[config.mk]
export PLATFORM = sky130hd
export DESIGN_NAME = sample_sequencer
export DESIGN_NICKNAME = d
export VERILOG_FILES = /design/src/rtl/mecobo_pkg.sv /design/src/rtl/rr_pick.sv /design/src/rtl/sample_sequencer.sv
export SDC_FILE = /design/constraint.sdc
export NUM_CORES = 1
export LEC_CHECK = 0
export BUFFER_PORTS_ARGS = -buffer_cell sky130_fd_sc_hd__buf_2
export CORE_AREA = 2 2 117 119
export CTS_CLUSTER_DIAMETER = 60
export DETAILED_ROUTE_END_ITERATION = 12
export DIE_AREA = 0 0 119 121
export PLACE_DENSITY_LB_ADDON = 0.1
export REMOVE_ABC_BUFFERS = 1
export SYNTH_ARGS = -nofsm -noshare
export SYNTH_HDL_FRONTEND = slang
export SYNTH_SLANG_ARGS = --single-unit
[constraint.sdc]
create_clock -name clk -period 7.2 [get_ports clk]
set_clock_uncertainty 0.05 [all_clocks]
set_input_delay 1.08 -clock clk [delete_from_list [all_inputs] [get_ports clk]]
set_output_delay 1.08 -clock clk [all_outputs]
set_load 0.03 [all_outputs]
[src/rtl/mecobo_pkg.sv]
// Shared definitions for the sample sequencer: FSM encoding, command-bus
// register offsets, ctrl bit positions and channel-index width.
package mecobo_pkg;

  localparam int CHAN_W = 8;

  typedef enum logic [2:0] {
    ST_IDLE    = 3'd0,
    ST_SCAN    = 3'd1,
    ST_SELECT  = 3'd2,
    ST_CAPTURE = 3'd3,
    ST_PUSH    = 3'd4
  } state_e;

  localparam logic [15:0] OFF_CTRL    = 16'd0;
  localparam logic [15:0] OFF_MASK_LO = 16'd1;
  localparam logic [15:0] OFF_MASK_HI = 16'd2;

  localparam int CTRL_RUN_BIT     = 0;
  localparam int CTRL_CLR_OVF_BIT = 1;

  function automatic logic [CHAN_W-1:0] next_ptr(input logic [CHAN_W-1:0] cur,
                                                 input logic [CHAN_W-1:0] last);
    return (cur == last) ? {CHAN_W{1'b0}} : cur + CHAN_W'(1);
  endfunction

endpackage

[src/rtl/rr_pick.sv]
// Combinational round-robin picker: first set request at or after ptr_i,
// wrapping to the lowest set request when nothing lies at or above ptr_i.
module rr_pick #(
  parameter int N  = 50,
  parameter int IW = 8
) (
  input  logic [N-1:0]  req_i,
  input  logic [IW-1:0] ptr_i,
  output logic          found_o,
  output logic [IW-1:0] idx_o
);

  logic          hit_hi_s;
  logic [IW-1:0] idx_hi_s;
  logic [IW-1:0] idx_lo_s;

  // Downward scan so the last hit recorded is the lowest index in each region.
  always_comb begin
    hit_hi_s = 1'b0;
    idx_hi_s = {IW{1'b0}};
    idx_lo_s = {IW{1'b0}};
    found_o  = 1'b0;
    for (int i = N - 1; i >= 0; i--) begin
      if (req_i[i]) begin
        found_o  = 1'b1;
        idx_lo_s = IW'(i);
        if (IW'(i) >= ptr_i) begin
          hit_hi_s = 1'b1;
          idx_hi_s = IW'(i);
        end else begin
          hit_hi_s = hit_hi_s;
        end
      end else begin
        found_o = found_o;
      end
    end
    if (hit_hi_s) begin
      idx_o = idx_hi_s;
    end else begin
      idx_o = idx_lo_s;
    end
  end

endmodule

[src/rtl/sample_sequencer.sv]
// Round-robin sampler that strobes one channel, captures its word and pushes it
// to a FIFO. Define SAMPLE_SEQ_DROP_EN to drop (and count) samples on a full FIFO.
module sample_sequencer
  import mecobo_pkg::*;
#(
  parameter int NUM_CHANNELS = 50,
  parameter int POSITION     = 242
) (
  input  logic                    clk,
  input  logic                    rst,
  input  logic                    cmd_bus_en,
  input  logic                    cmd_bus_wr,
  input  logic [15:0]             cmd_bus_addr,
  input  logic [31:0]             cmd_bus_data,
  input  logic [NUM_CHANNELS-1:0] sample_req,
  output logic                    output_sample,
  output logic [7:0]              channel_select,
  input  logic [31:0]             sample_data,
  output logic [31:0]             fifo_din,
  output logic                    fifo_wr_en,
  input  logic                    fifo_full,
  output logic [15:0]             overflow_count,
  output logic                    busy
);

  localparam logic [15:0] ADDR_CTRL    = 16'(POSITION) + OFF_CTRL;
  localparam logic [15:0] ADDR_MASK_LO = 16'(POSITION) + OFF_MASK_LO;
  localparam logic [15:0] ADDR_MASK_HI = 16'(POSITION) + OFF_MASK_HI;
  localparam logic [CHAN_W-1:0] LAST_CH = CHAN_W'(NUM_CHANNELS - 1);

`ifdef SAMPLE_SEQ_DROP_EN
  localparam logic DROP_EN = 1'b1;
`else
  localparam logic DROP_EN = 1'b0;
`endif

  state_e                  state_q, state_d;
  logic [CHAN_W-1:0]       ptr_q, ptr_d;
  logic [CHAN_W-1:0]       chan_q, chan_d;
  logic                    run_q, run_d;
  logic [NUM_CHANNELS-1:0] mask_q, mask_d;
  logic                    os_q, os_d;
  logic [31:0]             din_q, din_d;

  logic                    wr_ctrl_s, wr_lo_s, wr_hi_s, clr_ovf_s;
  logic                    found_s;
  logic [CHAN_W-1:0]       grant_s;
  logic [63:0]             mask_wide_s;
  logic                    unused_s;

  assign wr_ctrl_s = cmd_bus_en && cmd_bus_wr && (cmd_bus_addr == ADDR_CTRL);
  assign wr_lo_s   = cmd_bus_en && cmd_bus_wr && (cmd_bus_addr == ADDR_MASK_LO);
  assign wr_hi_s   = cmd_bus_en && cmd_bus_wr && (cmd_bus_addr == ADDR_MASK_HI);
  assign clr_ovf_s = wr_ctrl_s && cmd_bus_data[CTRL_CLR_OVF_BIT];

  rr_pick #(
    .N  (NUM_CHANNELS),
    .IW (CHAN_W)
  ) u_pick (
    .req_i   (sample_req & mask_q),
    .ptr_i   (ptr_q),
    .found_o (found_s),
    .idx_o   (grant_s)
  );

  // Register writes and FSM next-state; registers update at the edge, so a
  // write coinciding with a SCAN decision only affects the following SCAN.
  always_comb begin
    state_d     = state_q;
    ptr_d       = ptr_q;
    chan_d      = chan_q;
    os_d        = 1'b0;
    din_d       = din_q;
    mask_wide_s = 64'(mask_q);

    if (wr_ctrl_s) begin
      run_d = cmd_bus_data[CTRL_RUN_BIT];
    end else begin
      run_d = run_q;
    end

    if (wr_lo_s) begin
      mask_wide_s[31:0] = cmd_bus_data;
    end else if (wr_hi_s) begin
      mask_wide_s[63:32] = cmd_bus_data;
    end else begin
      mask_wide_s = 64'(mask_q);
    end
    mask_d = mask_wide_s[NUM_CHANNELS-1:0];

    case (state_q)
      ST_IDLE: begin
        if (run_q) begin
          state_d = ST_SCAN;
        end else begin
          state_d = ST_IDLE;
        end
      end
      ST_SCAN: begin
        if (!run_q) begin
          state_d = ST_IDLE;
        end else if (found_s) begin
          state_d = ST_SELECT;
          chan_d  = grant_s;
          os_d    = 1'b1;
        end else begin
          state_d = ST_SCAN;
        end
      end
      ST_SELECT: begin
        state_d = ST_CAPTURE;
      end
      ST_CAPTURE: begin
        state_d = ST_PUSH;
        din_d   = {chan_q, sample_data[23:0]};
      end
      ST_PUSH: begin
        if (!fifo_full || DROP_EN) begin
          ptr_d   = next_ptr(chan_q, LAST_CH);
          state_d = run_q ? ST_SCAN : ST_IDLE;
        end else begin
          state_d = ST_PUSH;
        end
      end
      default: begin
        state_d = ST_IDLE;
      end
    endcase
  end

  // State and datapath registers.
  always_ff @(posedge clk or posedge rst) begin
    if (rst) begin
      state_q <= ST_IDLE;
      ptr_q   <= {CHAN_W{1'b0}};
      chan_q  <= {CHAN_W{1'b0}};
      run_q   <= 1'b0;
      mask_q  <= {NUM_CHANNELS{1'b0}};
      os_q    <= 1'b0;
      din_q   <= 32'h0000_0000;
    end else begin
      state_q <= state_d;
      ptr_q   <= ptr_d;
      chan_q  <= chan_d;
      run_q   <= run_d;
      mask_q  <= mask_d;
      os_q    <= os_d;
      din_q   <= din_d;
    end
  end

`ifdef SAMPLE_SEQ_DROP_EN
  logic [15:0] ovf_q, ovf_d;

  // Drop counter: a clear beats a same-cycle increment; saturates at all-ones.
  always_comb begin
    if (clr_ovf_s) begin
      ovf_d = 16'h0000;
    end else if ((state_q == ST_PUSH) && fifo_full && (ovf_q != 16'hFFFF)) begin
      ovf_d = ovf_q + 16'd1;
    end else begin
      ovf_d = ovf_q;
    end
  end

  // Drop counter register.
  always_ff @(posedge clk or posedge rst) begin
    if (rst) begin
      ovf_q <= 16'h0000;
    end else begin
      ovf_q <= ovf_d;
    end
  end

  assign overflow_count = ovf_q;
  assign unused_s = ^{sample_data[31:24], mask_wide_s};
`else
  assign overflow_count = 16'h0000;
  assign unused_s = ^{sample_data[31:24], mask_wide_s, clr_ovf_s};
`endif

  assign output_sample  = os_q;
  assign channel_select = chan_q;
  assign fifo_din       = din_q;
  assign fifo_wr_en     = (state_q == ST_PUSH) && !fifo_full;
  assign busy           = (state_q != ST_IDLE);

endmodule

==> impl_metrics.ini, run 1 <==
[grt]
first_global_vias = 5953
largest_net_degree_at_the_start_of_global_routing = 58
antenna_found_initial = 0
grt_first_pass_wirelength_mm = 32.9
globalRouteTotalUtil_pct = 29.9
globalRouteOverflowTotal = 0

[place]
placement.setup.worst_slack_ns = 3.50
place.port_buffers = 165
gpl.final_weighted_congestion = 0.946
dp.final_hpwl_mm = 16.6
postPlaceCellArea_um2 = 7310

[die]
die_w_um = 119
rows = 42
dieHeight_um = 121
std_cell_core_area_um2 = 13100
initial_core_util_pct = 49.0
die-area_um2 = 14400
boundaryPins = 194

[setup_path]
worst-r2r-setup-slack_ns = 3.56
critPathMaxFanout = 21
r2r_cells = 8
critical_path.reg2reg.startpoint = ptr_q[6]
worst_setup_path_endpoint = channel_select[1]
crit_start = ptr_q[6]
critical_path.startpoint_type = register
type_of_element_capturing_the_critical_path = register
critPathArrivalTime_ns = 3.89
cp.required_ns = 7.45
capture_point_of_the_worst_reg_to_reg_path = channel_select[1]
path_class = reg2reg

[yosys]
netlist-cell-type-count = 80
post_synth_instance_area_um2 = 6410
synth-compound-area-share_pct = 22.5
synth.yosys.warnings = 0
post_synth_and_or_nand_nor_area_fraction_pct = 18.8
postSynthRegisterBits = 98
synth-main-ff-cell = dfrtp_1
synth-async-reset-ratio_pct = 100
post_synth_mux_area_share_pct = 14.2
syn-instance-count = 687
post_synthesis_sequential_area_ratio_pct = 38.2
synth-edff-count = 0
syn-mean-instance-area_um2 = 9.34
synth_top_family_by_area = compound AO/OA/AOI/OAI gates
synth_xor_xnor_area_share_pct = 0.546
synth-adder-area-share_pct = 0.390

[power_and_ir_drop]
comb_power_share_pct = 11.0
total_power_uw = 1220
pwr_density_cell_nw_per_um2 = 160
power_leakage_uw = 0.00380
pwr-share-seq_pct = 46.5
power.net_switching_uw = 340
power.switching_fraction_pct = 27.8
clockPowerShare_pct = 42.5
vdd_ir_drop_max_v = 0.000111
intPower_uw = 882

[routing]
firstDrtPassIters = 5
route.antenna.remaining_nets = 0
wl_per_cell_um = 21.0
drt_wl_total_mm = 21.4
via_density_per_instance = 6.14
via_count = 6258
remaining_drc_errors = 0
drt_iter0_markers = 586

[cts]
clock_latency_late_sink_ns = 0.36
cts_root_buffer = clkbuf_16
cts.hold.buffers_added = 0
clk_pin_slew_ns = 0.07
clock_tree.htree_level_count = 3
quantity_of_gates_resized_following_cts = 0
cts_tree = done
tritoncts.num_buffers = 9
ctsLongestPathBuffers = 2
clock_sinks = 98
post_cts.repair.setup_buffers = 0

[timing]
finalSetupViolCount = 0
report.final.slew_viol_count = 0
post-route-min-period_ns = 3.64
timing.hold.ws_ns = 0.430
max_freq_ghz = 0.274
min_period_over_period_pct = 50.6
timing.final.hold_violations = 0
post-route-worst-setup-slack_ns = 3.56
worst_pin_slew_ns = 0.889
grt_setup_unrepaired = false
relSlewSlack_pct = 40.7
setup-tns-final_ns = 0

[finish]
layout-drive-gt1-share_pct = 34.8
area.sequential_um2 = 2450
antenna_cells = 0
area_taken_by_multi_input_logic_gates_um2 = 3710
final_cell_area_um2 = 7620
nets = 975
layout.filler_cells = 1187
area_delta_synth_final_pct = 18.9

[job]
maxCapViolCount = 0

[run_status]
status = complete, no violations

[worst_hold_path]
timing.hold.worst.class = reg2reg
layout by cell type, fill, tap and decap left out, types with 12 or more instances in the layout:
| cell type | n |
|---|---|
| conb_1 | 20 |
| a21oi_1 | 32 |
| a22oi_1 | 22 |
| dfrtp_1 | 98 |
| nand4_1 | 12 |
| nand3_1 | 29 |
| nand2_1 | 94 |
| o21ai_0 | 34 |
| nor2_1 | 30 |
| buf_2 | 165 |
| a31oi_1 | 12 |
| mux2_2 | 81 |
how the worst min path moves through the flow:
stage,start,to,cells past startpoint
3_3_place_gp,fifo_din[25],fifo_din[25],2
2_1_floorplan,run_q,state_q[0],1
5_1_grt,fifo_din[17],fifo_din[17],1
3_5_place_dp,fifo_din[25],fifo_din[25],2
6_report,fifo_din[25],fifo_din[25],2
4_1_cts,fifo_din[25],fifo_din[25],2
Yosys cell counts (11+ instances only):
cell type  number  area share [%]
dfrtp_1        98              38
a21o_1         11             1.3
a22oi_1        22             2.6
nand4_1        12             1.2
nor3_1         11            0.86
a31oi_1        12             1.2
o21ai_0        34             2.7
a21oi_1        32             2.5
clkbuf_1       11            0.64
buf_4          24             2.8
buf_2          13             1.0
nand2_1        94             5.5
mux2_2         81              14
nor2_1         30             1.8
nand3_1        29             2.3
metal layers:
| metal | GRT usage, % | vias up | routed length (um) |
|---|---|---|---|
| met5 | 0 | - | 0 |
| li1 | - | 2885 | - |
| met1 | 42.1 | 3033 | 9700 |
| met3 | 4.37 | 32 | 1390 |
| met2 | 47.2 | 308 | 9830 |
| met4 | 9.97 | 0 | 444 |
state kept, by name (all words and copies together), names as in the netlist:
register        flops
channel_select      6
fifo_din           30
mask_q             50
output_sample       1
ptr_q               7
run_q               1
state_q             3
cell families after synthesis:
group | count (synthesis)
fa+ha+maj | 2
buf+inv | 61
other cells | 1
xor+xnor | 4
mux | 81
simple gates | 236
flops | 98
compound gates | 204
worst max-delay path, cell delays in order (launching register included):
cell and delay [ns]:
dfrtp_1 0.92, nor2_2 0.27, o211a_1 0.34, or4_4 0.56
nor4_4 0.41, nand2b_2 0.15, nor3_4 0.30, nor4b_1 0.40
a211o_1 0.15
through the flow:
stage / std cells / util, %
2_1_floorplan: 654 / -
3_3_place_gp: 1003 / 55.9
3_5_place_dp: 1003 / 55.9
4_1_cts: 1019 / 58.3
5_1_grt: 1019 / 58.3
6_report: 1019 / 58.3
power by group through the flow:
stage / Clock [uW] / Combinational [uW] / Sequential, uW
final: 520 / 134 / 568
after global placement: 0 / 130 / 577
after CTS: 529 / 133 / 567
after global routing: 551 / 144 / 568
after detailed placement: 0 / 133 / 578
after floorplan: 0 / 43.8 / 595
final cells by class:
type / count / share of cell area, %
Clock buffer: 9 / 2.95
Clock inverter: 7 / 1.20
Inverter: 9 / 0.476
Multi-Input combinational cell: 547 / 48.7
Sequential cell: 98 / 32.2
Tap cell: 176 / 2.89
Timing Repair Buffer: 173 / 11.6
Note: power is estimated with default switching activity, not from simulation.
==> inputs of run 2 (changes only) <==
==> constraint.sdc (replaced) <==
create_clock -name clk -period 3.6 [get_ports clk]
set_clock_uncertainty 0.05 [all_clocks]
set_input_delay 0.54 -clock clk [delete_from_list [all_inputs] [get_ports clk]]
set_output_delay 0.54 -clock clk [all_outputs]
set_load 0.03 [all_outputs]
==> run 2 against run 1 <==
Compared with the run above: first-iteration DRC count is 0.34% higher; cell count up 1.7%; die area unchanged; setup slack lost 3.3 ns; critical path type unchanged; critical endpoint is now channel_select[0]; largest power group unchanged; highest routed layer unchanged.
==> impl_metrics.ini, run 2 (same netlist as run 1, synthesis figures left out) <==
[timing]
finalSetupViolCount = 0
max_freq_ghz = 0.300
timing.final.hold_violations = 0
post-route-min-period_ns = 3.33
worst_pin_slew_ns = 0.761
min_period_over_period_pct = 92.5
setup-tns-final_ns = 0
post-route-worst-setup-slack_ns = 0.269
report.final.slew_viol_count = 0
relSlewSlack_pct = 49.2
grt_setup_unrepaired = false

[finish]
nets = 992
antenna_cells = 0
area_delta_synth_final_pct = 20.9
top_register = mask_q
final_cell_area_um2 = 7760
layout.filler_cells = 1181
largest_reg_flops = 50
most-common-layout-cells = 165 x buf_2, 98 x dfrtp_1, 94 x nand2_1
most_common_library_cell_in_the_layout_ignoring_fill_and_taps = buf_2
final_core_util_pct = 59.3
layout-drive-gt1-share_pct = 36.0

[grt]
first_global_vias = 6177
grt_first_pass_wirelength_mm = 34.3
globalRouteTotalUtil_pct = 31.3
antenna_found_initial = 0
largest_net_degree_at_the_start_of_global_routing = 61
globalRouteOverflowTotal = 0

[power_and_ir_drop]
comb_power_share_pct = 11.0
intPower_uw = 1780
pwr-share-seq_pct = 46.4
power.net_switching_uw = 693
power_leakage_uw = 0.00389
pwr_density_cell_nw_per_um2 = 318
vdd_ir_drop_max_v = 0.000274
total_power_uw = 2470
clockPowerShare_pct = 42.6
power.switching_fraction_pct = 28.1

[cts]
cts_tree = done
clock_sinks = 98
quantity_of_gates_resized_following_cts = 0
cts.hold.buffers_added = 0
tritoncts.num_buffers = 9
clock_tree.htree_level_count = 3
cts_root_buffer = clkbuf_16
ctsLongestPathBuffers = 2
clock_latency_late_sink_ns = 0.36
clk_pin_slew_ns = 0.08
post_cts.repair.setup_buffers = 0

[place]
postPlaceCellArea_um2 = 7440
gpl.final_weighted_congestion = 0.955
dp.final_hpwl_mm = 17.6
placement.setup.worst_slack_ns = 0.424
place.port_buffers = 165

[setup_path]
crit_start = ptr_q[1]
critPathMaxFanout = 15
timing.critical_path.slowest_stage_cell = dfrtp_1
most_used_cell_cp = a221o_1
crit_buf_inv = 0
critical_path.startpoint_type = register
crit_path_cell_trace = o32a_1 -> nor4_1 -> o22ai_1 -> a221oi_1 -> o21ai_1 -> a221o_1 -> a221o_1
crit_path_max_incr_delay_ns = 0.63
timing.critical_path.max_delay_family = compound AO/OA/AOI/OAI gates
critical_path.reg2reg.startpoint = ptr_q[1]
critPathArrivalTime_ns = 3.53
worst-r2r-setup-slack_ns = 0.27
type_of_element_capturing_the_critical_path = register
cp.required_ns = 3.80
path_class = reg2reg

[die]
dieHeight_um = 121
die_w_um = 119
initial_core_util_pct = 49.0
die-area_um2 = 14400
rows = 42
std_cell_core_area_um2 = 13100
boundaryPins = 194

[worst_hold_path]
timing.hold.worst.class = in2async

[routing]
route.antenna.remaining_nets = 0
via_count = 6418
firstDrtPassIters = 6
drt_wl_total_mm = 22.3
drt_iter0_markers = 588
wl_per_cell_um = 21.5
remaining_drc_errors = 0
via_density_per_instance = 6.19

[job]
maxCapViolCount = 0

[run_status]
status = complete, no violations
## run 2: cell count changes in the layout (fill, tap and decap cells not counted)
cell	change
inv_8	+2
buf_4	+17
inv_6	-3
clkinv_4	+1
## run 2: final timing paths
kind | end | cells past startpoint
setup reg to reg | channel_select[0] | 7
hold / removal | fifo_din[9] | 2
max in group asynchronous | channel_select[1] | 3
setup / recovery | channel_select[0] | 7
hold reg to reg | fifo_din[25] | 2
min in group clk | fifo_din[9] | 2
## run 2: worst reg2reg max path, cell delays in order (launching register included)
cell	delay, ns
dfrtp_1	0.63
o32a_1	0.49
nor4_1	0.53
o22ai_1	0.29
a221oi_1	0.41
o21ai_1	0.15
a221o_1	0.35
a221o_1	0.32
## run 2: power by group through the flow
| stage | registers (uW) | clock network (uW) | logic [uW] |
|---|---|---|---|
| 6_report | 1150 | 1050 | 271 |
| 5_1_grt | 1150 | 1120 | 290 |
| 4_1_cts | 1140 | 1070 | 268 |
| 3_5_place_dp | 1170 | 0 | 267 |
| 3_3_place_gp | 1160 | 0 | 259 |
| 2_1_floorplan | 1190 | 0 | 87.7 |
## run 2: cell type report
cell class | count | area (um2) | share of cell area, %
Clock buffer | 9 | 225 | 2.90
Tap cell | 176 | 220 | 2.84
Timing Repair Buffer | 190 | 1010 | 13.1
Sequential cell | 98 | 2450 | 31.6
Clock inverter | 7 | 96.3 | 1.24
Multi-Input combinational cell | 547 | 3710 | 47.9
Inverter | 9 | 36.3 | 0.468
## run 2: per-layer routing
layer | vias to the layer above | GRT usage (%) | share of wire, % | wire length, um
met4 | 0 | 11.5 | 3.1 | 699
li1 | 2912 | - | - | -
met2 | 342 | 49.7 | 45 | 10100
met5 | - | 0 | 0 | 0
met3 | 45 | 6.48 | 8.5 | 1890
met1 | 3119 | 42.2 | 43 | 9660
## run 2: per-stage QoR
step,hold slack (ns),cells
finish,0.261,1036
global route,0.326,1036
global placement,0.406,1020
floorplan,0.409,654
CTS,0.289,1036
detailed placement,0.416,1020
